**config.mk**
```make
export PLATFORM = sky130hd
export DESIGN_NAME = oldland_dbus_arb
export DESIGN_NICKNAME = d
export VERILOG_FILES = /design/src/rtl/oldland_dbus_arb_pkg.sv /design/src/rtl/oldland_dbus_lane.sv /design/src/rtl/oldland_dbus_arb.sv
export SDC_FILE = /design/constraint.sdc
export NUM_CORES = 1
export LEC_CHECK = 0
export CELL_PAD_IN_SITES_DETAIL_PLACEMENT = 1
export CELL_PAD_IN_SITES_GLOBAL_PLACEMENT = 2
export CORE_ASPECT_RATIO = 1.75
export CORE_UTILIZATION = 22
export DETAILED_ROUTE_END_ITERATION = 6
export MAX_ROUTING_LAYER = met4
export PLACE_DENSITY = 0.89
export RECOVER_POWER = 50
export SYNTH_ARGS = -nofsm -noshare
export SYNTH_HDL_FRONTEND = slang
export SYNTH_HIERARCHICAL = 1
export SYNTH_SLANG_ARGS = --single-unit
```
**constraint.sdc**
```tcl
create_clock -name clk -period 3.4 [get_ports clk]
set_input_delay 0.68 -clock clk [delete_from_list [all_inputs] [get_ports clk]]
set_output_delay 0.68 -clock clk [all_outputs]
set_load 0.02 [all_outputs]
```
**src/rtl/oldland_dbus_arb_pkg.sv**
```systemverilog
// Shared definitions for the Oldland data-bus arbiter and lane steering logic.
package oldland_dbus_arb_pkg;

    localparam logic [1:0] BUS_WIDTH_8  = 2'b00;
    localparam logic [1:0] BUS_WIDTH_16 = 2'b01;
    localparam logic [1:0] BUS_WIDTH_32 = 2'b10;

    typedef enum logic [1:0] {
        ARB_IDLE = 2'd0,
        ARB_CPU  = 2'd1,
        ARB_DBG  = 2'd2
    } arb_state_t;

    localparam int TIMEOUT_W = 16;

endpackage

```
**src/rtl/oldland_dbus_lane.sv**
```systemverilog
// Byte-lane steering between a right-justified 8/16/32-bit value and the 32-bit bus.
module oldland_dbus_lane
    import oldland_dbus_arb_pkg::*;
(
    input  logic [1:0]  addr,
    input  logic [1:0]  width,
    input  logic [31:0] wr_val,
    input  logic [31:0] m_data,
    output logic [3:0]  bytesel,
    output logic [31:0] wr_val_out,
    output logic [31:0] rd_val
);

    logic [31:0] byte_shifted;

    always_comb begin
        // NOTE: every output gets a default first so no path can infer a latch.
        bytesel      = 4'b1111;
        wr_val_out   = wr_val;
        rd_val       = m_data;
        byte_shifted = m_data >> {addr, 3'b000};

        case (width)
            BUS_WIDTH_8: begin
                bytesel    = 4'b0001 << addr;
                wr_val_out = {4{wr_val[7:0]}};
                rd_val     = {24'b0, byte_shifted[7:0]};
            end
            BUS_WIDTH_16: begin
                bytesel    = addr[1] ? 4'b1100 : 4'b0011;
                wr_val_out = {2{wr_val[15:0]}};
                rd_val     = {16'b0, addr[1] ? m_data[31:16] : m_data[15:0]};
            end
            default: ;  // word, and the unused 2'b11 encoding, pass straight through
        endcase
    end

endmodule

```
**src/rtl/oldland_dbus_arb.sv**
```systemverilog
// Data-bus arbiter: CPU and debug masters share one bus, debug wins, debug
// accesses are lane-steered and aborted if the slave never responds.
module oldland_dbus_arb
    import oldland_dbus_arb_pkg::*;
#(
    parameter int unsigned timeout_cycles = 255
) (
    input  logic        clk,
    input  logic        rst,
    input  logic [31:0] c_addr,
    input  logic [3:0]  c_bytesel,
    input  logic        c_wr_en,
    input  logic [31:0] c_wr_val,
    input  logic        c_access,
    output logic [31:0] c_data,
    output logic        c_ack,
    output logic        c_error,
    input  logic [31:0] g_addr,
    input  logic [1:0]  g_width,
    input  logic        g_wr_en,
    input  logic [31:0] g_wr_val,
    input  logic        g_access,
    output logic [31:0] g_rd_val,
    output logic        g_compl,
    output logic        g_error,
    output logic [31:0] m_addr,
    output logic [3:0]  m_bytesel,
    output logic        m_wr_en,
    output logic [31:0] m_wr_val,
    output logic        m_access,
    input  logic [31:0] m_data,
    input  logic        m_ack,
    input  logic        m_error
);

    localparam logic [TIMEOUT_W-1:0] TIMEOUT_LAST = TIMEOUT_W'(timeout_cycles - 1);

    arb_state_t           state_q, state_d;
    logic                 pending_q, pending_d;
    logic [31:0]          g_addr_q, g_addr_d;
    logic [1:0]           g_width_q, g_width_d;
    logic                 g_wr_en_q, g_wr_en_d;
    logic [31:0]          g_wr_val_q, g_wr_val_d;
    logic [TIMEOUT_W-1:0] cnt_q, cnt_d;

    logic [3:0]  lane_bytesel;
    logic [31:0] lane_wr_val;
    logic [31:0] lane_rd_val;

    oldland_dbus_lane u_lane (
        .addr       (g_addr_q[1:0]),
        .width      (g_width_q),
        .wr_val     (g_wr_val_q),
        .m_data     (m_data),
        .bytesel    (lane_bytesel),
        .wr_val_out (lane_wr_val),
        .rd_val     (lane_rd_val)
    );

    always_comb begin
        state_d    = state_q;
        pending_d  = pending_q;
        g_addr_d   = g_addr_q;
        g_width_d  = g_width_q;
        g_wr_en_d  = g_wr_en_q;
        g_wr_val_d = g_wr_val_q;
        cnt_d      = cnt_q;

        c_data    = '0;
        c_ack     = 1'b0;
        c_error   = 1'b0;
        g_rd_val  = '0;
        g_compl   = 1'b0;
        g_error   = 1'b0;
        m_addr    = '0;
        m_bytesel = '0;
        m_wr_en   = 1'b0;
        m_wr_val  = '0;
        m_access  = 1'b0;

        // The debug pulse is only accepted while no debug transfer is outstanding.
        if (g_access && !pending_q && state_q != ARB_DBG) begin
            g_addr_d   = g_addr;
            g_width_d  = g_width;
            g_wr_en_d  = g_wr_en;
            g_wr_val_d = g_wr_val;
            pending_d  = 1'b1;
        end

        case (state_q)
            ARB_IDLE: begin
                if (pending_q) begin
                    state_d = ARB_DBG;
                    cnt_d   = '0;
                end else if (c_access) begin
                    state_d = ARB_CPU;
                end
            end
            ARB_CPU: begin
                m_addr    = c_addr & ~32'd3;
                m_bytesel = c_bytesel;
                m_wr_en   = c_wr_en;
                m_wr_val  = c_wr_val;
                m_access  = 1'b1;
                c_data    = m_data;
                c_ack     = m_ack;
                c_error   = m_error;
                if (m_ack || m_error) state_d = ARB_IDLE;
            end
            ARB_DBG: begin
                m_addr    = g_addr_q & ~32'd3;
                m_bytesel = lane_bytesel;
                m_wr_en   = g_wr_en_q;
                m_wr_val  = lane_wr_val;
                m_access  = 1'b1;
                // A slave response in the timeout cycle still counts as a normal completion.
                if (m_ack || m_error) begin
                    state_d   = ARB_IDLE;
                    pending_d = 1'b0;
                    g_compl   = 1'b1;
                    g_error   = m_error;
                    g_rd_val  = lane_rd_val;
                end else if (cnt_q == TIMEOUT_LAST) begin
                    state_d   = ARB_IDLE;
                    pending_d = 1'b0;
                    g_compl   = 1'b1;
                    g_error   = 1'b1;
                end else begin
                    cnt_d = cnt_q + 1'b1;
                end
            end
            default: state_d = ARB_IDLE;
        endcase
    end

    // NOTE: sequential state uses non-blocking assignments so all flops update together.
    always_ff @(posedge clk) begin
        if (rst) begin
            state_q    <= ARB_IDLE;
            pending_q  <= 1'b0;
            cnt_q      <= '0;
            g_addr_q   <= '0;
            g_width_q  <= '0;
            g_wr_en_q  <= 1'b0;
            g_wr_val_q <= '0;
        end else begin
            state_q    <= state_d;
            pending_q  <= pending_d;
            cnt_q      <= cnt_d;
            g_addr_q   <= g_addr_d;
            g_width_q  <= g_width_d;
            g_wr_en_q  <= g_wr_en_d;
            g_wr_val_q <= g_wr_val_d;
        end
    end

endmodule

```
==> report_table.html, run 1 <==
<table>
<tr><th>Metric</th><th>Value</th></tr>
<tr><th colspan="2">Run status</th></tr>
<tr><td>Violated checks</td><td>max-capacitance violations</td></tr>
<tr><td>Status</td><td>complete, but fails checks</td></tr>
<tr><th colspan="2">Die</th></tr>
<tr><td>Number of placed I/O pins</td><td>312</td></tr>
<tr><td>Placement row count</td><td>79</td></tr>
<tr><td>Core footprint</td><td>26600 um^2</td></tr>
<tr><td>Horiz. Die Dim</td><td>126 um</td></tr>
<tr><td>Starting Density</td><td>0.224</td></tr>
<tr><td>Die footprint</td><td>27800 um^2</td></tr>
<tr><td>Die Y-Extent</td><td>220 um</td></tr>
<tr><th colspan="2">STA</th></tr>
<tr><td>Setup Skew</td><td>0.00537 ns</td></tr>
<tr><td>Max-Slew Margin vs Limit</td><td>0.00968</td></tr>
<tr><td>Final number of max-transition violations</td><td>0</td></tr>
<tr><td>Slew at the pin closest to its max-slew limit</td><td>1.49 ns</td></tr>
<tr><td>Total Neg Setup Slack</td><td>0 ns</td></tr>
<tr><td>Final-report hold violation count</td><td>0</td></tr>
<tr><td>Count of final setup violators</td><td>0</td></tr>
<tr><td>F_max</td><td>0.310 GHz</td></tr>
<tr><td>WHS</td><td>0.456 ns</td></tr>
<tr><td>Minimum clock period after layout</td><td>3.22 ns</td></tr>
<tr><td>Tcrit/Tclk final</td><td>0.948</td></tr>
<tr><td>RSZ-0062 raised after global routing</td><td>no</td></tr>
<tr><th colspan="2">Final layout</th></tr>
<tr><td>Share of post-route cells with drive strength above 1</td><td>0.0669</td></tr>
<tr><td>Total of fill cells in the finished design</td><td>3148</td></tr>
<tr><td>Final net count</td><td>1235</td></tr>
<tr><td>Non-Filler Cell Area, Final</td><td>9580 um^2</td></tr>
<tr><td>Ant. Diodes</td><td>0</td></tr>
<tr><td>Growth of design area from synthesis to finish</td><td>60.8%</td></tr>
<tr><td>Share of the core filled with cells</td><td>0.360</td></tr>
<tr><th colspan="2">Yosys</th></tr>
<tr><td>Register area share after synthesis</td><td>0.289</td></tr>
<tr><td>Post-Syn Area</td><td>5960 um^2</td></tr>
<tr><td>Number of enable-type register cells in the synthesized netlist</td><td>0</td></tr>
<tr><td>Yosys warns</td><td>6</td></tr>
<tr><td>Netlist cell types</td><td>53</td></tr>
<tr><td>Synthesized netlist cell count</td><td>796</td></tr>
<tr><td>Most common flop cell mapped by yosys</td><td>sky130_fd_sc_hd__dfxtp_1</td></tr>
<tr><td>Post-synthesis register bit count</td><td>86</td></tr>
<tr><td>Post-Syn Area per Cell</td><td>7.49 um^2</td></tr>
<tr><td>Share of flip-flops with an asynchronous set or reset</td><td>0</td></tr>
<tr><th colspan="2">Detailed routing</th></tr>
<tr><td>Average detailed-routed wire length per instance</td><td>19.1 um</td></tr>
<tr><td>Pre-antenna DRT Iters</td><td>4</td></tr>
<tr><td>Final wirelength</td><td>26500 um</td></tr>
<tr><td>DR DRC count</td><td>0</td></tr>
<tr><td>Total number of vias</td><td>6738</td></tr>
<tr><td>Antenna-violating nets left</td><td>0</td></tr>
<tr><td>Routed vias/inst</td><td>4.86</td></tr>
<tr><td>Number of design-rule violations left by the first detailed-router iteration</td><td>221</td></tr>
<tr><th colspan="2">GRT</th></tr>
<tr><td>Pin count of the biggest net entering global routing</td><td>68</td></tr>
<tr><td>Met3 Usage GRT</td><td>0.0279</td></tr>
<tr><td>Most Crowded Layer GR</td><td>met2</td></tr>
<tr><td>Antenna violations before repair</td><td>0</td></tr>
<tr><td>Routing usage on met2</td><td>0.365</td></tr>
<tr><td>GR met1 Demand/Resource</td><td>0.196</td></tr>
<tr><td>Vias in the first global route</td><td>6944</td></tr>
<tr><td>Total grt overflow</td><td>0</td></tr>
<tr><td>Global routing usage summed across all routing layers</td><td>0.191</td></tr>
<tr><td>Wire length of the first global-routing pass</td><td>39400 um</td></tr>
<tr><th colspan="2">Pwr</th></tr>
<tr><td>Max IR drop VDD</td><td>0.200 mV</td></tr>
<tr><td>Final Power</td><td>3.34 mW</td></tr>
<tr><td>Leakage dissipation</td><td>3.27 nW</td></tr>
<tr><td>Ratio of total power to cell area</td><td>348 nW/um^2</td></tr>
<tr><th colspan="2">Worst setup path</th></tr>
<tr><td>Endpoint required time on the critical path</td><td>2.72 ns</td></tr>
<tr><td>Kind of end point of the critical path</td><td>output port</td></tr>
<tr><td>Worst Setup Path Type</td><td>flip-flop to output port</td></tr>
<tr><td>Startpoint types</td><td>flip-flop</td></tr>
<tr><td>Worst endpoint data arrival time</td><td>2.54 ns</td></tr>
<tr><td>Worst-path fanout max</td><td>20</td></tr>
<tr><th colspan="2">Clocking</th></tr>
<tr><td>Number of hold-repair buffers added at the cts stage</td><td>0</td></tr>
<tr><td>Root Buffer</td><td>sky130_fd_sc_hd__clkbuf_16</td></tr>
<tr><td>Num Clock Sinks</td><td>86</td></tr>
<tr><td>Max H-tree Level</td><td>3</td></tr>
<tr><td>Clock buffer count from CTS</td><td>9</td></tr>
<tr><td>Post-cts repair resize count</td><td>0</td></tr>
<tr><td>Post CTS Setup Buffer Count</td><td>0</td></tr>
<tr><td>CTS tree</td><td>built</td></tr>
<tr><td>Worst-path clk slew</td><td>0.06 ns</td></tr>
<tr><td>Longest Clk Path Bufs</td><td>2</td></tr>
<tr><td>Clock latency on the worst-skew pair</td><td>0.35 ns</td></tr>
<tr><th colspan="2">Placed design</th></tr>
<tr><td>DPL Wire Length</td><td>19900 um</td></tr>
<tr><td>Gpl congestion</td><td>0.816</td></tr>
<tr><td>Port buffer count</td><td>307</td></tr>
<tr><td>Placed cell area</td><td>9300 um^2</td></tr>
<tr><th colspan="2">Worst hold path</th></tr>
<tr><td>Worst Hold Class</td><td>flip-flop to flip-flop</td></tr>
<tr><th colspan="2">Flow run</th></tr>
<tr><td>Max-capacitance violation count</td><td>1</td></tr>
</table>
==> where the power goes <==
part           internal, mW  switching, mW
Sequential             1.07         0.0506
Clock                 0.614          0.444
Combinational         0.554          0.603
==> metal layers <==
layer / vias up / part of all wire
met5: - / 0
met1: 3249 / 0.39
li1: 3265 / -
met4: 0 / 0.026
met2: 193 / 0.55
met3: 31 / 0.034
==> final timing paths <==
check,from,slack [ns],cells after the start,endpoint
max reg2reg,state_q[0],0.32,8,g_wr_val_q[11]
min reg2reg,g_wr_val_q[30],0.46,2,g_wr_val_q[30]
min,g_wr_val_q[30],0.46,2,g_wr_val_q[30]
max,g_width_q[0],0.18,6,m_wr_val[29]
==> synth_stat cells (7+ instances only) <==
cell,count,area share
sky130_fd_sc_hd__nor2_1,24,0.015
sky130_fd_sc_hd__mux2_2,16,0.030
sky130_fd_sc_hd__and2_1,83,0.087
sky130_fd_sc_hd__buf_4,13,0.016
sky130_fd_sc_hd__a221o_1,8,0.013
sky130_fd_sc_hd__nor2b_1,71,0.075
sky130_fd_sc_hd__buf_2,7,0.0059
sky130_fd_sc_hd__o21ai_0,13,0.011
sky130_fd_sc_hd__clkbuf_1,44,0.028
sky130_fd_sc_hd__mux2i_1,16,0.027
sky130_fd_sc_hd__dfxtp_1,86,0.29
sky130_fd_sc_hd__a22o_1,17,0.025
sky130_fd_sc_hd__a21oi_1,82,0.069
sky130_fd_sc_hd__a22oi_1,67,0.084
sky130_fd_sc_hd__buf_1,12,0.0076
sky130_fd_sc_hd__nand2_1,155,0.098
sky130_fd_sc_hd__a311oi_2,7,0.018
==> registers in the layout, summed over array words and instances, names as in the netlist <==
register and cells:
g_addr_q 32, g_wr_val_q 32, cnt_q 16, g_width_q 2, state_q 2, g_wr_en_q 1
pending_q 1
==> metrics by stage <==
step                cells  setup WS [ns]
floorplan             797           1.09
global placement     1368          0.225
detailed placement   1368          0.221
CTS                  1384         0.0422
global route         1385         0.0285
finish               1385          0.176
==> cell type report <==
class | instances | area (um^2) | share of cell area
flip-flops and latches | 86 | 1720 | 0.180
inverters | 7 | 26.3 | 0.00274
repair buffers | 327 | 3280 | 0.342
well taps | 324 | 405 | 0.0423
clock buffers | 12 | 256 | 0.0268
multi-input cells | 625 | 3840 | 0.401
clock inverters | 4 | 52.6 | 0.00549
==> cells in the final DEF, fill, tap and decap left out, types with 7 or more instances in the layout <==
master / n
sky130_fd_sc_hd__clkdlybuf4s50_1: 282
sky130_fd_sc_hd__nand2_1: 154
sky130_fd_sc_hd__dfxtp_1: 85
sky130_fd_sc_hd__and2_1: 82
sky130_fd_sc_hd__a21oi_1: 82
sky130_fd_sc_hd__nor2b_1: 71
sky130_fd_sc_hd__a22oi_1: 67
sky130_fd_sc_hd__nor2_1: 24
sky130_fd_sc_hd__dlygate4sd3_1: 24
sky130_fd_sc_hd__a22o_1: 17
sky130_fd_sc_hd__mux2i_1: 16
sky130_fd_sc_hd__mux2_2: 16
sky130_fd_sc_hd__o21ai_0: 14
sky130_fd_sc_hd__buf_4: 14
sky130_fd_sc_hd__clkbuf_16: 9
sky130_fd_sc_hd__a221o_1: 8
sky130_fd_sc_hd__inv_1: 7
sky130_fd_sc_hd__a311oi_2: 7
==> critical path, stage by stage, from the launching register on <==
cell                              delay, ns
sky130_fd_sc_hd__dfxtp_1               0.33
sky130_fd_sc_hd__buf_4                 0.35
sky130_fd_sc_hd__mux2i_1               0.21
sky130_fd_sc_hd__o21ai_0               0.39
sky130_fd_sc_hd__a22oi_1               0.16
sky130_fd_sc_hd__nor2b_1               0.13
sky130_fd_sc_hd__clkdlybuf4s50_1       0.61
==> logic make-up after synthesis <==
logic type | synth area share
mux | 0.0571
simple gates | 0.323
other cells | 0.000629
flops | 0.289
fa+ha+maj | 0.0105
compound gates | 0.253
buf+inv | 0.0676
No activity file was read; power rests on OpenSTA's default activity.
==> run 2, diff against run 1 <==
Settings changed: CORE_UTILIZATION 22 to 36, DONT_BUFFER_PORTS from default to 1, PLACE_DENSITY 0.89 to 0.9.
==> report_table.html, run 2 (same netlist as run 1, synthesis figures left out) <==
<table>
<tr><th>Metric</th><th>Value</th></tr>
<tr><th colspan="2">Run status</th></tr>
<tr><td>Status</td><td>finished, final reports clean</td></tr>
<tr><th colspan="2">GRT</th></tr>
<tr><td>Pin count of the biggest net entering global routing</td><td>87</td></tr>
<tr><td>Vias in the first global route</td><td>5606</td></tr>
<tr><td>Global routing usage summed across all routing layers</td><td>0.237</td></tr>
<tr><td>Routing usage on met2</td><td>0.444</td></tr>
<tr><td>Met3 Usage GRT</td><td>0.0376</td></tr>
<tr><td>GR met1 Demand/Resource</td><td>0.249</td></tr>
<tr><td>Wire length of the first global-routing pass</td><td>30600 um</td></tr>
<tr><td>Total grt overflow</td><td>0</td></tr>
<tr><td>Antenna violations before repair</td><td>0</td></tr>
<tr><td>Most Crowded Layer GR</td><td>met2</td></tr>
<tr><th colspan="2">Worst setup path</th></tr>
<tr><td>Worst Setup Path Type</td><td>flip-flop to output port</td></tr>
<tr><td>Kind of end point of the critical path</td><td>output port</td></tr>
<tr><td>Startpoint types</td><td>flip-flop</td></tr>
<tr><td>Reg-to-reg startpoint</td><td>state_q[0]</td></tr>
<tr><td>Endpoint required time on the critical path</td><td>2.72 ns</td></tr>
<tr><td>Worst-path fanout max</td><td>49</td></tr>
<tr><td>Worst endpoint data arrival time</td><td>2.46 ns</td></tr>
<tr><td>Critical path startpoint</td><td>state_q[1]</td></tr>
<tr><th colspan="2">Die</th></tr>
<tr><td>Starting Density</td><td>0.372</td></tr>
<tr><td>Placement row count</td><td>61</td></tr>
<tr><td>Core footprint</td><td>16000 um^2</td></tr>
<tr><td>Die Y-Extent</td><td>172 um</td></tr>
<tr><td>Die footprint</td><td>17100 um^2</td></tr>
<tr><td>Number of placed I/O pins</td><td>312</td></tr>
<tr><td>Horiz. Die Dim</td><td>99.3 um</td></tr>
<tr><th colspan="2">STA</th></tr>
<tr><td>Minimum clock period after layout</td><td>3.14 ns</td></tr>
<tr><td>Setup Skew</td><td>0.0105 ns</td></tr>
<tr><td>Count of final setup violators</td><td>0</td></tr>
<tr><td>Tcrit/Tclk final</td><td>0.925</td></tr>
<tr><td>Final number of max-transition violations</td><td>0</td></tr>
<tr><td>Worst setup margin</td><td>0.257 ns</td></tr>
<tr><td>RSZ-0062 raised after global routing</td><td>no</td></tr>
<tr><td>Slew at the pin closest to its max-slew limit</td><td>1.04 ns</td></tr>
<tr><td>WHS</td><td>0.413 ns</td></tr>
<tr><td>Max-Slew Margin vs Limit</td><td>0.304</td></tr>
<tr><td>F_max</td><td>0.318 GHz</td></tr>
<tr><td>Final-report hold violation count</td><td>0</td></tr>
<tr><td>Total Neg Setup Slack</td><td>0 ns</td></tr>
<tr><th colspan="2">Detailed routing</th></tr>
<tr><td>Antenna-violating nets left</td><td>0</td></tr>
<tr><td>Average detailed-routed wire length per instance</td><td>22.1 um</td></tr>
<tr><td>Total number of vias</td><td>5644</td></tr>
<tr><td>Pre-antenna DRT Iters</td><td>4</td></tr>
<tr><td>Final wirelength</td><td>20800 um</td></tr>
<tr><td>Number of design-rule violations left by the first detailed-router iteration</td><td>235</td></tr>
<tr><td>Routed vias/inst</td><td>6.01</td></tr>
<tr><td>DR DRC count</td><td>0</td></tr>
<tr><th colspan="2">Pwr</th></tr>
<tr><td>Ratio of total power to cell area</td><td>474 nW/um^2</td></tr>
<tr><td>Leakage dissipation</td><td>2.01 nW</td></tr>
<tr><td>Max IR drop VDD</td><td>0.201 mV</td></tr>
<tr><th colspan="2">Final layout</th></tr>
<tr><td>Growth of design area from synthesis to finish</td><td>5.82%</td></tr>
<tr><td>Share of post-route cells with drive strength above 1</td><td>0.0893</td></tr>
<tr><td>Regs by FF count</td><td>g_addr_q x32, g_wr_val_q x32, cnt_q x16</td></tr>
<tr><td>Final net count</td><td>924</td></tr>
<tr><td>Leading cell type in the layout, fill and taps excluded</td><td>sky130_fd_sc_hd__nand2_1</td></tr>
<tr><td>Commonest cells after routing, fill and taps aside</td><td>sky130_fd_sc_hd__nand2_1, sky130_fd_sc_hd__dfxtp_1, sky130_fd_sc_hd__a21oi_1</td></tr>
<tr><td>Ant. Diodes</td><td>0</td></tr>
<tr><th colspan="2">Clocking</th></tr>
<tr><td>Root Buffer</td><td>sky130_fd_sc_hd__clkbuf_16</td></tr>
<tr><td>Number of hold-repair buffers added at the cts stage</td><td>0</td></tr>
<tr><td>Longest Clk Path Bufs</td><td>2</td></tr>
<tr><td>Clock buffer count from CTS</td><td>9</td></tr>
<tr><td>Num Clock Sinks</td><td>86</td></tr>
<tr><td>Clock latency on the worst-skew pair</td><td>0.34 ns</td></tr>
<tr><td>Post CTS Setup Buffer Count</td><td>0</td></tr>
<tr><td>CTS tree</td><td>built</td></tr>
<tr><td>Post-cts repair resize count</td><td>0</td></tr>
<tr><td>Worst-path clk slew</td><td>0.06 ns</td></tr>
<tr><td>Max H-tree Level</td><td>3</td></tr>
<tr><th colspan="2">Placed design</th></tr>
<tr><td>Port buffer count</td><td>0</td></tr>
<tr><td>Dpl ws</td><td>0.651 ns</td></tr>
<tr><td>DPL Wire Length</td><td>15700 um</td></tr>
<tr><td>Gpl congestion</td><td>0.891</td></tr>
<tr><th colspan="2">Worst hold path</th></tr>
<tr><td>Worst Hold Class</td><td>input pin to flip-flop</td></tr>
<tr><td>Launch point of the worst hold path</td><td>rst</td></tr>
<tr><th colspan="2">Flow run</th></tr>
<tr><td>Max-capacitance violation count</td><td>0</td></tr>
</table>
[run 2: cell type report]
class,instances,area (um^2)
Clock buffer,9,225
Clock inverter,7,103
Fill cell,1990,9720
Inverter,7,26.3
Multi-Input combinational cell,625,3840
Sequential cell,86,1720
Tap cell,189,236
Timing Repair Buffer,16,154
[run 2: through the flow]
| step | util | instances | power [mW] | instance area [um^2] |
|---|---|---|---|---|
| floorplan | - | 797 | 1.77 | 5960 |
| global placement | 0.375 | 923 | 1.89 | 6010 |
| detailed placement | 0.375 | 923 | 1.92 | 6010 |
| CTS | 0.396 | 939 | 3.04 | 6340 |
| global route | 0.393 | 939 | 3.14 | 6300 |
| finish | 0.393 | 939 | 2.99 | 6300 |
[run 2: power breakdown]
part	switching, mW	total, mW	internal, mW
clock network	0.449	1.11	0.656
registers	0.0582	1.13	1.07
logic	0.487	0.754	0.267
[run 2: worst paths after layout]
kind / slack [ns] / depth (start not counted) / end
hold / removal: 0.41 / 1 / pending_q
setup / recovery: 0.26 / 5 / m_wr_val[27]
setup reg to reg: 0.39 / 7 / cnt_q[3]
hold reg to reg: 0.45 / 2 / g_wr_val_q[21]
[run 2: critical path, cell delays in order, from the launching register on]
cell and delay (ns):
sky130_fd_sc_hd__dfxtp_1 0.35, sky130_fd_sc_hd__inv_1 0.12, sky130_fd_sc_hd__ha_2 0.80, sky130_fd_sc_hd__buf_12 0.30, sky130_fd_sc_hd__a22oi_1 0.10, sky130_fd_sc_hd__nor2b_1 0.40
[run 2: layer usage]
layer  share of wire  vias up  wire [um]
li1                -     2643          -
met1            0.38     2737       7850
met2            0.55      228      11400
met3           0.048       36        990
met4           0.027        0        560
met5               0        -          0
==> run 3, diff against run 2 <==
Settings changed: CAP_MARGIN from default to 20.
==> results of run 3 <==
Same layout as run 2: the final DEF is identical, and so are final timing and power.
